$ cat config.mk
export PLATFORM = sky130hd
export DESIGN_NAME = spi_regfile_flat
export DESIGN_NICKNAME = d
export VERILOG_FILES = /design/src/rtl/spi_regfile_pkg.sv /design/src/rtl/spi_regfile_if.sv /design/src/rtl/spi_regfile_sync.sv /design/src/rtl/spi_regfile.sv /design/src/flat_wrapper.sv
export SDC_FILE = /design/constraint.sdc
export NUM_CORES = 1
export LEC_CHECK = 0
export ABC_AREA = 0
export CAP_MARGIN = 5
export CORE_ASPECT_RATIO = 0.8
export CORE_MARGIN = 1
export CORE_UTILIZATION = 35
export CTS_CLUSTER_DIAMETER = 60
export DETAILED_ROUTE_END_ITERATION = 8
export SLEW_MARGIN = 5
export SYNTH_ARGS = -nofsm -noshare
export SYNTH_HDL_FRONTEND = slang
export SYNTH_SLANG_ARGS = --single-unit
$ cat constraint.sdc
create_clock -name clk -period 3.7 [get_ports clk]
set_input_delay 0.37 -clock clk [delete_from_list [all_inputs] [get_ports clk]]
set_output_delay 0.37 -clock clk [all_outputs]
set_load 0.01 [all_outputs]
$ cat src/rtl/spi_regfile_pkg.sv
// Shared types and constants for the SPI register-file peripheral.
`timescale 1ns/1ps
package spi_pkg;

  typedef enum logic [1:0] {
    IDLE    = 2'd0,
    SHIFT   = 2'd1,
    WAIT_HI = 2'd2
  } state_t;

  localparam logic RW_WRITE  = 1'b1;
  localparam int   ERR_CNT_W = 8;

  function automatic int frame_w(input int addr_w, input int data_w);
    return 1 + addr_w + data_w;
  endfunction

endpackage

$ cat src/rtl/spi_regfile_if.sv
// SPI pins between a controller and the register-file peripheral.
`timescale 1ns/1ps
interface spi_regfile_if;
  logic sclk;
  logic copi;
  logic ncs;
  logic cipo;
  logic cipo_oe;

  modport master (output sclk, output copi, output ncs, input cipo, input cipo_oe);
  modport slave  (input sclk, input copi, input ncs, output cipo, output cipo_oe);
endinterface

$ cat src/rtl/spi_regfile_sync.sv
// Multi-flop synchroniser for one asynchronous input, with rise/fall pulses
// from an extra edge-detect flop. Resets to the pin's idle level.
`timescale 1ns/1ps
module spi_sync #(
  parameter int   STAGES   = 2,
  parameter logic IDLE_VAL = 1'b0
) (
  input  logic clk,
  input  logic rst,
  input  logic d,
  output logic q,
  output logic rise,
  output logic fall
);

  logic [STAGES-1:0] chain_q;
  logic              last_q;

  always_ff @(posedge clk or posedge rst) begin
    if (rst) begin
      chain_q <= {STAGES{IDLE_VAL}};
      last_q  <= IDLE_VAL;
    end else begin
      chain_q <= {chain_q[STAGES-2:0], d};
      last_q  <= chain_q[STAGES-1];
    end
  end

  assign q    = chain_q[STAGES-1];
  assign rise = q & ~last_q;
  assign fall = ~q & last_q;

endmodule

$ cat src/rtl/spi_regfile.sv
// SPI mode-0 register file: write/read frames of {R/W, addr, data}, strict
// length checking, write strobe and saturating rejected-frame counter.
//
// state   | meaning
// IDLE    | waiting for ncs to fall
// SHIFT   | frame in progress, sampling copi and driving read data on cipo
// WAIT_HI | after reset, waiting for the synchronisers to settle and ncs high
`timescale 1ns/1ps
module spi_regfile
  import spi_pkg::*;
#(
  parameter int NUM_REGS    = 8,
  parameter int DATA_W      = 8,
  parameter int ADDR_W      = 7,
  parameter int SYNC_STAGES = 2
) (
  input  logic                       clk,
  input  logic                       rst,
  spi_regfile_if.slave               spi,
  output logic [NUM_REGS*DATA_W-1:0] regs_flat,
  output logic                       wr_stb,
  output logic [ADDR_W-1:0]          wr_addr,
  output logic [ERR_CNT_W-1:0]       err_cnt
);

  localparam int FRAME_W  = frame_w(ADDR_W, DATA_W);
  localparam int BC_W     = $clog2(FRAME_W + 2);
  localparam int SETTLE_W = $clog2(SYNC_STAGES + 2);

  localparam logic [BC_W-1:0] BC_ADDR_LAST  = BC_W'(ADDR_W);
  localparam logic [BC_W-1:0] BC_DATA_START = BC_W'(1 + ADDR_W);
  localparam logic [BC_W-1:0] BC_FRAME      = BC_W'(FRAME_W);
  localparam logic [BC_W-1:0] BC_SAT        = BC_W'(FRAME_W + 1);

  logic sclk_q, sclk_rise, sclk_fall;
  logic copi_q, copi_rise, copi_fall;
  logic ncs_q, ncs_rise, ncs_fall;

  spi_sync #(.STAGES(SYNC_STAGES), .IDLE_VAL(1'b0)) u_sync_sclk (
    .clk(clk), .rst(rst), .d(spi.sclk), .q(sclk_q), .rise(sclk_rise), .fall(sclk_fall)
  );
  spi_sync #(.STAGES(SYNC_STAGES), .IDLE_VAL(1'b0)) u_sync_copi (
    .clk(clk), .rst(rst), .d(spi.copi), .q(copi_q), .rise(copi_rise), .fall(copi_fall)
  );
  spi_sync #(.STAGES(SYNC_STAGES), .IDLE_VAL(1'b1)) u_sync_ncs (
    .clk(clk), .rst(rst), .d(spi.ncs), .q(ncs_q), .rise(ncs_rise), .fall(ncs_fall)
  );

  logic unused_sync;
  assign unused_sync = ^{sclk_q, copi_rise, copi_fall};

  state_t               state_q, state_d;
  logic [BC_W-1:0]      bit_cnt_q, bit_cnt_d;
  logic [FRAME_W-1:0]   shift_q, shift_d;
  logic [DATA_W-1:0]    tx_q, tx_d;
  logic                 oe_q, oe_d;
  logic [SETTLE_W-1:0]  settle_q;
  logic [DATA_W-1:0]    regs_q [NUM_REGS];
  logic                 wr_stb_q;
  logic [ADDR_W-1:0]    wr_addr_q;
  logic [ERR_CNT_W-1:0] err_cnt_q;
  logic                 commit, reject;

  // Header as it will look once the current sclk rise lands: {R/W, addr}.
  logic [ADDR_W:0]      hdr;
  logic [ADDR_W-1:0]    hdr_addr;
  logic [DATA_W-1:0]    rd_data;

  logic                 fr_rw;
  logic [ADDR_W-1:0]    fr_addr;
  logic [DATA_W-1:0]    fr_data;
  logic                 frame_ok;
  logic                 wr_in_range;

  assign hdr         = {shift_q[ADDR_W-1:0], copi_q};
  assign hdr_addr    = hdr[ADDR_W-1:0];
  assign fr_rw       = shift_q[FRAME_W-1];
  assign fr_addr     = shift_q[DATA_W +: ADDR_W];
  assign fr_data     = shift_q[DATA_W-1:0];
  assign frame_ok    = (bit_cnt_q == BC_FRAME);
  assign wr_in_range = ({1'b0, fr_addr} < (ADDR_W+1)'(NUM_REGS));

  // Out-of-range addresses match no register and read back as zero.
  always_comb begin
    rd_data = '0;
    for (int i = 0; i < NUM_REGS; i++) begin
      if (hdr_addr == ADDR_W'(i)) rd_data = regs_q[i];
    end
  end

  always_ff @(posedge clk or posedge rst) begin
    if (rst) state_q <= WAIT_HI;
    else     state_q <= state_d;
  end

  // An ncs edge wins over an sclk edge detected in the same cycle.
  always_comb begin
    state_d   = state_q;
    bit_cnt_d = bit_cnt_q;
    shift_d   = shift_q;
    tx_d      = tx_q;
    oe_d      = oe_q;
    commit    = 1'b0;
    reject    = 1'b0;
    case (state_q)
      IDLE: begin
        if (ncs_fall) begin
          state_d   = SHIFT;
          bit_cnt_d = '0;
          shift_d   = '0;
          tx_d      = '0;
          oe_d      = 1'b0;
        end
      end
      SHIFT: begin
        if (ncs_rise) begin
          state_d = IDLE;
          tx_d    = '0;
          oe_d    = 1'b0;
          if (frame_ok && fr_rw == RW_WRITE && wr_in_range) begin
            commit = 1'b1;
          end else if (!frame_ok || fr_rw == RW_WRITE) begin
            reject = 1'b1;
          end
        end else if (sclk_rise) begin
          shift_d = {shift_q[FRAME_W-2:0], copi_q};
          if (bit_cnt_q != BC_SAT) bit_cnt_d = bit_cnt_q + 1'b1;
          if (bit_cnt_q == BC_ADDR_LAST && hdr[ADDR_W] != RW_WRITE) begin
            tx_d = rd_data;
            oe_d = 1'b1;
          end
        end else if (sclk_fall && oe_q && bit_cnt_q > BC_DATA_START) begin
          // MSB must survive the fall before the first data rise.
          tx_d = {tx_q[DATA_W-2:0], 1'b0};
        end
      end
      WAIT_HI: begin
        if (settle_q == '0 && ncs_q) state_d = IDLE;
      end
      default: state_d = IDLE;
    endcase
  end

  always_ff @(posedge clk or posedge rst) begin
    if (rst) begin
      bit_cnt_q <= '0;
      shift_q   <= '0;
      tx_q      <= '0;
      oe_q      <= 1'b0;
    end else begin
      bit_cnt_q <= bit_cnt_d;
      shift_q   <= shift_d;
      tx_q      <= tx_d;
      oe_q      <= oe_d;
    end
  end

  // Reset values in the synchronisers are not real pin levels; ignore them.
  always_ff @(posedge clk or posedge rst) begin
    if (rst)                 settle_q <= SETTLE_W'(SYNC_STAGES + 1);
    else if (settle_q != '0) settle_q <= settle_q - 1'b1;
  end

  always_ff @(posedge clk or posedge rst) begin
    if (rst) begin
      for (int i = 0; i < NUM_REGS; i++) regs_q[i] <= '0;
      wr_stb_q  <= 1'b0;
      wr_addr_q <= '0;
    end else begin
      for (int i = 0; i < NUM_REGS; i++) begin
        if (commit && fr_addr == ADDR_W'(i)) regs_q[i] <= fr_data;
      end
      wr_stb_q <= commit;
      if (commit) wr_addr_q <= fr_addr;
    end
  end

  always_ff @(posedge clk or posedge rst) begin
    if (rst) begin
      err_cnt_q <= '0;
    end else if (reject && err_cnt_q != {ERR_CNT_W{1'b1}}) begin
      err_cnt_q <= err_cnt_q + 1'b1;
    end
  end

  for (genvar g = 0; g < NUM_REGS; g++) begin : g_flat
    assign regs_flat[g*DATA_W +: DATA_W] = regs_q[g];
  end

  assign spi.cipo    = tx_q[DATA_W-1];
  assign spi.cipo_oe = oe_q & ~ncs_rise;
  assign wr_stb      = wr_stb_q;
  assign wr_addr     = wr_addr_q;
  assign err_cnt     = err_cnt_q;

endmodule

$ cat src/flat_wrapper.sv
// flat-port wrapper written by rule: the top's interface ports become plain ports
module spi_regfile_flat import spi_pkg::*;
#(
  parameter int NUM_REGS    = 8,
  parameter int DATA_W      = 8,
  parameter int ADDR_W      = 7,
  parameter int SYNC_STAGES = 2
)
  (clk, rst, regs_flat, wr_stb, wr_addr, err_cnt, spi_sclk, spi_copi, spi_ncs, spi_cipo, spi_cipo_oe);
  spi_regfile_if spi_i ();
  input  logic clk;
  input  logic rst;
  output logic [NUM_REGS*DATA_W-1:0] regs_flat;
  output logic wr_stb;
  output logic [ADDR_W-1:0] wr_addr;
  output logic [ERR_CNT_W-1:0] err_cnt;
  input wire logic [$bits(spi_i.sclk)-1:0] spi_sclk;
  input wire logic [$bits(spi_i.copi)-1:0] spi_copi;
  input wire logic [$bits(spi_i.ncs)-1:0] spi_ncs;
  output wire logic [$bits(spi_i.cipo)-1:0] spi_cipo;
  output wire logic [$bits(spi_i.cipo_oe)-1:0] spi_cipo_oe;
  assign spi_i.sclk = spi_sclk;
  assign spi_i.copi = spi_copi;
  assign spi_i.ncs = spi_ncs;
  assign spi_cipo = spi_i.cipo;
  assign spi_cipo_oe = spi_i.cipo_oe;
  spi_regfile #(.NUM_REGS(NUM_REGS), .DATA_W(DATA_W), .ADDR_W(ADDR_W), .SYNC_STAGES(SYNC_STAGES)) u_core (.clk(clk), .rst(rst), .spi(spi_i), .regs_flat(regs_flat), .wr_stb(wr_stb), .wr_addr(wr_addr), .err_cnt(err_cnt));
endmodule
==> results by group <==
Yosys
  • Yosys reg bits: 122
  • Synthesized area: 5570 um^2
  • Share of the synthesized area in the top cell type: 52.1%
  • Syn Area/Cell: 12.3 um^2
  • Syn Nets: 464
  • Yosys cell types: 53
  • Warnings, synthesis: 0
  • Primary FF master, synth: dfrtp_1
  • Sequential area share after synthesis: 54.9%
  • Post-synth top cells: dfrtp_1 (116), mux2_2 (71), nand2_1 (47)
  • EDFF count, synth: 0
  • Area leader, netlist: dfrtp_1
  • Synth async-reset ratio: 100%
  • Syn Inst Count: 454
  • Leading post-synthesis cells by cell area: dfrtp_1 (52%), mux2_2 (14%), nand2_1 (3.2%)
  • Cell with the most instances after synthesis: dfrtp_1

Drt
  • WL/cell: 18.7 um
  • Via density: 5.17
  • Vias after detailed routing: 3,936
  • Iter 0 DRT Violations: 261
  • DRC errors left: 0
  • Total wire length: 14,200 um
  • Drt pass-1 iters: 5
  • Detail Route Antenna Nets: 0

Critical path
  • Worst Reg-to-Reg Cells: 7
  • CP Max Fanout: 9
  • CP endpoint kind: flip-flop
  • Crit Path Class: flip-flop to flip-flop
  • CP Data Arrival Time: 2.88 ns
  • CP startpoint kind: flip-flop
  • CP Capture Point: u_core.regs_flat[44]
  • Worst R2R Start: u_core.bit_cnt_q[1]
  • End of the worst register-to-register path: u_core.regs_flat[44]
  • Flop2flop setup slack: 1.11 ns
  • Worst Path Required: 3.99 ns
  • Crit path launch: u_core.bit_cnt_q[1]

Clocking
  • Cts bufs inserted: 17
  • Clk_lat worst skew: 0.41 ns
  • Clock Path Buffers: 2
  • CTS tree: yes
  • Clk root buf: clkbuf_16
  • H-tree levels: 4
  • Worst-path clk slew: 0.05 ns
  • Post_cts resized: 0
  • Sink Count: 122
  • CTS Hold Buffers Added: 0
  • Post-CTS setup buffers: 0

Power
  • Logic gate share of total power: 9.0%
  • Max rail drop VDD: 319 uV
  • Cell area power density: 495 nW/um^2
  • Tot Pwr: 3610 uW
  • Switching share of power: 23.7%
  • Pint: 2750 uW
  • Leakage: 0.00327 uW
  • Psw: 856 uW
  • Sequential share of power: 41.2%
  • Clk pwr share: 49.8%

Min path
  • Worst Hold Class: flip-flop to flip-flop

Timing
  • Finish-stage setup viols: 0
  • Rel. slew slack: 31.0%
  • Min Tclk post-route: 2.59 ns
  • Fin. Hold Viols: 0
  • Worst-margin pin slew: 1.03 ns
  • Pins over their slew limit: 0
  • Fin Clk Skew: 0.00907 ns
  • Period utilization: 70.0%
  • Final worst slack: 1.11 ns
  • Unrepaired setup endpoints after global routing: no
  • Sum of negative setup slack: 0 ns
  • Fmax: 386 MHz

Run
  • Max-cap viol count: 0

GRT
  • Vias in the first global route: 3,971
  • Global Route Usage Sum: 18.8%
  • Initial antenna violation count: 0
  • Largest net degree at the start of global routing: 55
  • GRT overflow: 0
  • First-pass GRT wire length: 22,700 um

Floorplan
  • Num rows: 40
  • Die W: 143 um
  • Die Span Y: 115 um
  • IO Count: 87
  • Core region area: 15,300 um^2
  • Die Area: 16,400 um^2
  • Initial Util: 36.5%

Placed design
  • RePlAce Congestion: 0.826
  • Detailed placement HPWL: 9710 um
  • Dpl ws: 1.14 ns
  • IO Port Bufs: 86

Outcome
  • Run status: complete, no violations

Finish
  • Layout cells sized above 1: 24.6%
  • Area Growth Syn to Fin: 30.8%
  • Post-layout nets: 550
  • Ant diodes: 0
## logic make-up (layout without fill, tap and decap cells)
group | Yosys count | count (layout) | synth area share [%]
AO/OA/AOI/OAI | 54 | 54 | 6.92
XOR/XNOR | 9 | 9 | 1.42
adder cells (fa/ha/maj) | 5 | 5 | 1.12
buffers and inverters | 38 | 136 | 2.85
flip-flops | 122 | 122 | 54.9
multiplexers | 86 | 86 | 18.6
AND/OR/NAND/NOR | 140 | 140 | 14.1
## routing by layer
metal / up-vias / GRT usage (%) / wire (um)
met2: 123 / 26.4 / 6340
met5: - / 0 / 0
met3: 7 / 5.33 / 925
met1: 2000 / 27.8 / 6850
li1: 1806 / - / -
met4: 0 / 5.81 / 104
## worst max-delay path, cell delays in order (launching register included)
cell and delay [ns]:
dfrtp_1 0.40, inv_1 0.11, ha_1 0.18, and4bb_2 0.29, nand4_4 0.19, nor2_1 0.38
nand3b_1 0.48, mux2_2 0.44
## registers in the layout (all words and copies together) (netlist names)
signal,cells
u_core.state_q,2
u_core.wr_stb,1
u_core.shift_q,16
u_core.u_sync_ncs.chain_q,2
u_core.u_sync_copi.chain_q,2
u_core.tx_q,8
u_core.bit_cnt_q,5
u_core.u_sync_sclk.last_q,1
u_core.wr_addr,7
u_core.err_cnt,8
u_core.regs_flat,64
u_core.u_sync_ncs.last_q,1
u_core.u_sync_sclk.chain_q,2
u_core.settle_q,2
u_core.oe_q,1
## stage by stage
step                instance area, um^2  utilization, %  std cells  hold WS, ns
CTS                                7290            47.7        762        0.348
floorplan                          5570               -        454        0.331
finish                             7290            47.7        762        0.346
global placement                   6640            43.5        731        0.332
global route                       7290            47.7        762        0.350
detailed placement                 6640            43.5        731        0.336
## worst min-delay path by stage
| stage | startpoint | end | cells after the start |
|---|---|---|---|
| after global routing | u_core.u_sync_copi.chain_q[0] | u_core.u_sync_copi.chain_q[1] | 0 |
| after global placement | u_core.u_sync_copi.chain_q[0] | u_core.u_sync_copi.chain_q[1] | 0 |
| after floorplan | u_core.u_sync_copi.chain_q[0] | u_core.u_sync_copi.chain_q[1] | 0 |
| final | u_core.u_sync_copi.chain_q[0] | u_core.u_sync_copi.chain_q[1] | 0 |
| after detailed placement | u_core.u_sync_copi.chain_q[0] | u_core.u_sync_copi.chain_q[1] | 0 |
| after CTS | u_core.u_sync_copi.chain_q[0] | u_core.u_sync_copi.chain_q[1] | 0 |
## layout make-up
type	instances	area [um^2]
repair buffers	94	921
well taps	210	263
flip-flops and latches	122	3060
clock inverters	7	135
clock buffers	24	512
multi-input cells	294	2350
inverters	11	43.8
fillers	1362	7980
## cell usage in the layout, fill, tap and decap left out, types with 8 or more instances in the layout
| cell type | synthesis | layout |
|---|---|---|
| nand2_1 | 47 | 47 |
| clkdlybuf4s50_1 | 0 | 86 |
| inv_1 | 11 | 10 |
| nand3_1 | 21 | 21 |
| dfrtp_1 | 116 | 116 |
| clkbuf_16 | 0 | 17 |
| nor2_1 | 15 | 15 |
| nand4_1 | 8 | 8 |
| mux2_2 | 71 | 71 |
| xnor2_1 | 8 | 8 |
| o21ai_0 | 17 | 17 |
| buf_4 | 1 | 8 |
## power groups by stage
stage	combinational [uW]	sequential [uW]	clock, uW
floorplan	230	1460	0
global placement	318	1500	0
detailed placement	328	1510	0
CTS	329	1480	1830
global route	362	1500	1900
finish	325	1490	1800
No activity file was read; power rests on OpenSTA's default activity.
